`src/rtl/gray_counter_pkg.sv`:
```
// gray_counter_pkg
//   Shared helpers for the Gray-code counter and for anything that consumes
//   its output:
//     GRAY_MAX_WIDTH : widest counter the block supports.
//     bin2gray(b)    : binary -> reflected Gray code.
//     gray2bin(g)    : reflected Gray code -> binary, via a prefix XOR from the MSB.
//   Both functions work on GRAY_MAX_WIDTH-bit values. Narrower callers
//   zero-extend their input and truncate the result.
package gray_counter_pkg;

    localparam int GRAY_MAX_WIDTH = 32;

    function automatic logic [GRAY_MAX_WIDTH-1:0] bin2gray(input logic [GRAY_MAX_WIDTH-1:0] b);
        return b ^ (b >> 1);
    endfunction

    // Each binary bit is the XOR of every Gray bit at or above it.
    // Leading zeros from zero-extension leave the result unchanged.
    function automatic logic [GRAY_MAX_WIDTH-1:0] gray2bin(input logic [GRAY_MAX_WIDTH-1:0] g);
        logic [GRAY_MAX_WIDTH-1:0] b;
        b[GRAY_MAX_WIDTH-1] = g[GRAY_MAX_WIDTH-1];
        for (int i = GRAY_MAX_WIDTH-2; i >= 0; i--) begin
            b[i] = b[i+1] ^ g[i];
        end
        return b;
    endfunction

endpackage

```
`src/rtl/gray_counter.sv`:
```
// gray_counter
//   Free-running Gray-code counter. A binary count b steps once per rising
//   clock edge. Its Gray encoding is registered on the same edge, so out is
//   glitch-free and changes exactly one bit per step. That makes out safe to
//   sample from another clock domain.
//
//   Parameters:
//     WIDTH : counter/output width, 2..32.
//     DOWN  : 0 = ascending sequence, 1 = descending.
//   Ports:
//     clk     in   rising-edge clock
//     rst     in   asynchronous active-low reset; clears b and out
//     out     out  [WIDTH-1:0] registered Gray code, always Gray(b)
//     tc      out  terminal count: b == all-ones (up) or b == 0 (down)
//     bin_out out  [WIDTH-1:0] internal binary count; present only when
//                  GRAY_COUNTER_BIN_OUT_EN is defined
//   Build option:
//     GRAY_COUNTER_BIN_OUT_EN : expose the binary count on bin_out.
module gray_counter
    import gray_counter_pkg::*;
#(
    parameter int WIDTH = 4,
    parameter bit DOWN  = 1'b0
) (
    input  logic             clk,
    input  logic             rst,
`ifdef GRAY_COUNTER_BIN_OUT_EN
    output logic [WIDTH-1:0] bin_out,
`endif
    output logic [WIDTH-1:0] out,
    output logic             tc
);

    if (WIDTH < 2 || WIDTH > GRAY_MAX_WIDTH) begin : g_bad_width
        $error("gray_counter: WIDTH must be in 2..32");
    end

    logic [WIDTH-1:0] b;
    logic [WIDTH-1:0] next_b;

    assign next_b = DOWN ? (b - WIDTH'(1)) : (b + WIDTH'(1));

    // out is converted from next_b rather than from b. It is then registered
    // on the same edge as b, so out equals Gray(b) with no extra cycle of lag.
    always_ff @(posedge clk or negedge rst) begin
        if (!rst) begin
            b   <= '0;
            out <= '0;
        end else begin
            b   <= next_b;
            out <= WIDTH'(bin2gray(GRAY_MAX_WIDTH'(next_b)));
        end
    end

    // tc decodes the register directly. It is high in the same cycle that
    // out shows the last code before wrap.
    assign tc = DOWN ? (b == '0) : (b == '1);

`ifdef GRAY_COUNTER_BIN_OUT_EN
    assign bin_out = b;
`endif

endmodule

```
`config.mk`:
```
export PLATFORM = sky130hd
export DESIGN_NAME = gray_counter
export DESIGN_NICKNAME = d
export VERILOG_FILES = /design/src/rtl/gray_counter_pkg.sv /design/src/rtl/gray_counter.sv
export SDC_FILE = /design/constraint.sdc
export NUM_CORES = 1
export LEC_CHECK = 0
export CAP_MARGIN = 20
export CELL_PAD_IN_SITES_DETAIL_PLACEMENT = 0
export CELL_PAD_IN_SITES_GLOBAL_PLACEMENT = 1
export CORE_AREA = 5 5 42 44
export DETAILED_ROUTE_END_ITERATION = 7
export DIE_AREA = 0 0 47 49
export HOLD_SLACK_MARGIN = 0.1
export PLACE_DENSITY = 0.56
export SLEW_MARGIN = 20
export SYNTH_ARGS = -nofsm -noshare
export SYNTH_HDL_FRONTEND = slang
export SYNTH_SLANG_ARGS = --single-unit
```
`constraint.sdc`:
```
create_clock -name clk -period 1.13 [get_ports clk]
set_input_delay 0.226 -clock clk [delete_from_list [all_inputs] [get_ports clk]]
set_output_delay 0.226 -clock clk [all_outputs]
set_load 0.05 [all_outputs]
```
* Word-level counts from Yosys, hierarchy flattened
Index checks and enable logic that the tools add are counted.
Word-level totals: bits in registers 8, input port bits 2
Operators by class: $add $sub $neg 1, equal/unequal tests 1, bitwise operators 1
Operators with widths (count):
- 4-bit by 1-bit adder with 4-bit output (second input constant) | 1
- 4-bit == test (second input constant) | 1
- 4-bit by 3-bit XOR with 4-bit output | 1

* Longest topological paths before layout
word-level depth 2, depth in mapped cells 3, depth with buffers taken out 3

* Worst setup path after synthesis
OpenSTA, ideal clock, no wires.
kind flip-flop to output port, from register b[0], to output tc, arrival time 0.953 ns, required time 0.904 ns, path slack -0.049 ns, stages on the path, launching flop included 3, path buffers 0, path through dfrtp_1 -> ha_1 -> and3_2
On the way: cells in the longest elaborated chain, start to end 1
Ends and longest elaborated chain:
- from (decl) | RTL line gray_counter.sv:38 | logic [WIDTH-1:0] b;
- from (signal assigned) | RTL line gray_counter.sv:50 | b <= next_b;
- 4-bit == test | RTL line gray_counter.sv:57 | assign tc = DOWN ? (b == '0) : (b == '1);
- to (decl) | RTL line gray_counter.sv:31 | output logic tc
No other way between the ends.

* Worst setup path after layout
Ends and elaborated chain as after synthesis.

==> metrics.md <==
| Metric | Value |
|---|---|
| Reg2reg setup slack | `-0.03 ns` |
| Switching share of power | `0.194` |
| Startpoint type of the worst setup path | `register` |
| Yosys warning total | `0` |
| Max Root-Sink Buffers | `2` |
| DRC | `0` |
| H-tree Lvls | `1` |
| Pre-CTS WS | `-0.0448 ns` |
| Final Hold Viols | `0` |
| # setup viols final | `2` |
| Clock Latency Late Sink | `0.25 ns` |
| P_sw | `~94 uW` |
| Worst Path Required | `approximately 0.90 ns` |
| Syn_area_per_cell | `~14 um2` |
| Critical path origin | `b[0]$_DFF_PN0_` |
| CTS Hold Bufs | `0` |
| Share of post-route cells with drive strength above 1 | `0.484` |
| Tcrit/Tclk final | `1.20` |
| Root Driver | `clkbuf_4` |
| Drt first pass iters | `2` |
| Pwr Density | `between 1000 and 1500 nW/um2` |
| Largest stage delay on the critical path | `between 0.3 and 0.4 ns` |
| Type of the tightest min-delay check | `in -> async` |
| Vias per cell | `3.74` |
| CP endpoint kind | `output port` |
| Peak supply drop | `0.406 mV` |
| Worst r2r dst | `out[1]$_DFF_PN0_` |
| GRT overflow | `0` |
| Actual slew at the worst max-slew pin | `approximately 0.33 ns` |
| CP arrival | `approximately 1.1 ns` |
| RSZ-0062 raised after global routing | `true` |
| Tmin final | `1.35 ns` |
| Worst clock skew | `between 0.003 and 0.004 ns` |
| Largest net degree at the start of global routing | `8` |
| Sequential power share | `0.520` |
| Nets | `35` |
| Vias in the first global route | `210` |
| Max frequency | `about 740 MHz` |
| Final setup slack of the worst path | `-0.222 ns` |
| Routability cong. | `about 0.6` |
| Comb power frac | `0.016` |
| Die Y-Extent | `a little under 50 um` |
| Final slew viol count | `0` |
| P&R area growth vs syn | `68.7%` |
| DP HPWL | `approximately 380 um` |
| Overall Power | `roughly 480 uW` |
| Num ports | `7` |
| Port Buffer Count | `6` |
| Outcome | `finished, violations left` |
| Setup CP Type | `reg -> out` |
| Synthesized Nets | `22` |
| N_diodes | `0` |
| Die W | `47 um` |
| Clock Power Share | `0.463` |
| Slowest stage cell, crit path | `dfrtp_1` |
| GRT Util Overall | `0.0597` |
| CP Max Fanout | `2` |
| Clock sinks | `7` |
| R2R depth | `4` |
| Cell family with most CP delay | `flip-flops` |
| Initial core utilization | `0.194` |
| Wire per inst | `11.0 um` |
| Crit-path cells | `ha_2 > and3_4 > buf_12` |
| Max-cap violations | `0` |
| Distinct cells, synth | `9` |
| Flip-flop and latch count after synthesis | `7` |
| DRT Wirelength | `slightly above 500 um` |
| Core Rows | `14` |
| Via count | `~180` |
| Mapped Area | `about 270 um2` |
| 1st-iter DRT viols | `1` |
| Core area | `around 1400 um2` |
| CTS clock-pin slew for the worst setup and hold paths | `roughly 0.050 ns` |
| First-pass GRT wire length | `890 um` |
| Failing checks | `setup timing` |
| Reg2Reg Launch Point | `b[0]$_DFF_PN0_` |
| Leak pwr | `roughly 0.2 nW` |
| Initial antenna violation count | `0` |
| Post-synthesis sequential area ratio | `0.645` |
| Full die area | `2300 um2` |
| Cell Int Power | `just under 400 uW` |
| Antenna Nets Post-Route | `0` |
| Worst path buffer plus inverter count | `1` |
| Rel. slew slack | `0.777` |
| Post-Syn Instances | `19` |
| CTS buffer count | `3` |
| CTS tree | `done` |
## cell type report
class,count,area [um2]
Inverter,1,3.75
Multi-Input combinational cell,10,98.8
Sequential cell,7,176
Timing Repair Buffer,9,133
Fill cell,150,943
Tap cell,16,20.0
Clock buffer,4,26.3
## cells in the final DEF, fill, tap and decap left out
cell type        synthesis  routed
dfrtp_1                  7       6
and3_4                   0       1
buf_4                    1       3
buf_12                   0       5
nand3_1                  1       1
clkbuf_1                 0       1
clkdlybuf4s50_1          0       1
clkbuf_4                 0       3
dfrtp_2                  0       1
ha_2                     0       1
xor2_2                   0       1
a21boi_0                 1       1
inv_1                    1       1
xnor2_1                  4       4
xor2_1                   2       1
## sequential cells by signal, indices dropped and copies added (netlist names)
name  cells
b         4
out       3
## worst max-delay path by stage
| stage | to | cells past startpoint | slack, ns |
|---|---|---|---|
| after detailed placement | tc | 3 | -0.04 |
| after floorplan | tc | 2 | 0.004 |
| after global routing | tc | 3 | -0.26 |
| after CTS | tc | 3 | -0.24 |
| final | tc | 3 | -0.22 |
| after global placement | tc | 3 | -0.03 |
## kinds of logic after synthesis
kind of cell,after synthesis,share of synthesized area
adders and majority gates,1,0.0461
DFF,7,0.645
buffers and inverters,2,0.0415
AOI/OAI and AO/OA,1,0.0277
xor gates and xnor gates,6,0.194
and+or+nand+nor,2,0.0461
## what timing repair did
item	CTS	global route
cloned	0	0
buffers inserted	1	0
resized for setup	1	2
endpoints found under the setup margin	1	3
## synthesized netlist by cell type (all sizes together)
cell type	instances	area (um2)
a21boi	1	7.51
and3	1	7.51
buf	1	7.51
dfrtp	7	175
ha	1	12.5
inv	1	3.75
nand3	1	5.00
xnor2	4	35.0
xor2	2	17.5
## per-layer routing
layer  global-route usage  routed length (um)
met5                    0                   0
met4               0.0553                   0
met3               0.0369                  52
met2               0.0769                 267
met1               0.0633                 195
## power groups by stage
stage / registers [mW] / logic [mW] / clock network (mW)
finish: 0.251 / 0.00794 / 0.223
global route: 0.251 / 0.00937 / 0.244
CTS: 0.251 / 0.00832 / 0.239
detailed placement: 0.255 / 0.00824 / 0
global placement: 0.255 / 0.00812 / 0
floorplan: 0.255 / 0.0000000478 / 0
## worst register-to-register path: stages (launching register included)
cell     delay (ns)
dfrtp_1        0.38
ha_2           0.19
buf_4          0.15
xor2_2         0.18
xor2_1         0.15
## stage by stage
step	setup TNS (ns)	cell area [um2]	hold WS (ns)	util	instances
6_report	-0.251	458	0.243	0.327	47
5_1_grt	-0.319	458	0.269	0.327	47
4_1_cts	-0.287	449	0.241	0.321	47
3_5_place_dp	-0.0448	413	0.513	0.295	42
3_3_place_gp	-0.0303	413	0.509	0.295	42
2_1_floorplan	0	275	-0.0696	-	19
Power figures use the tool's default switching activity.
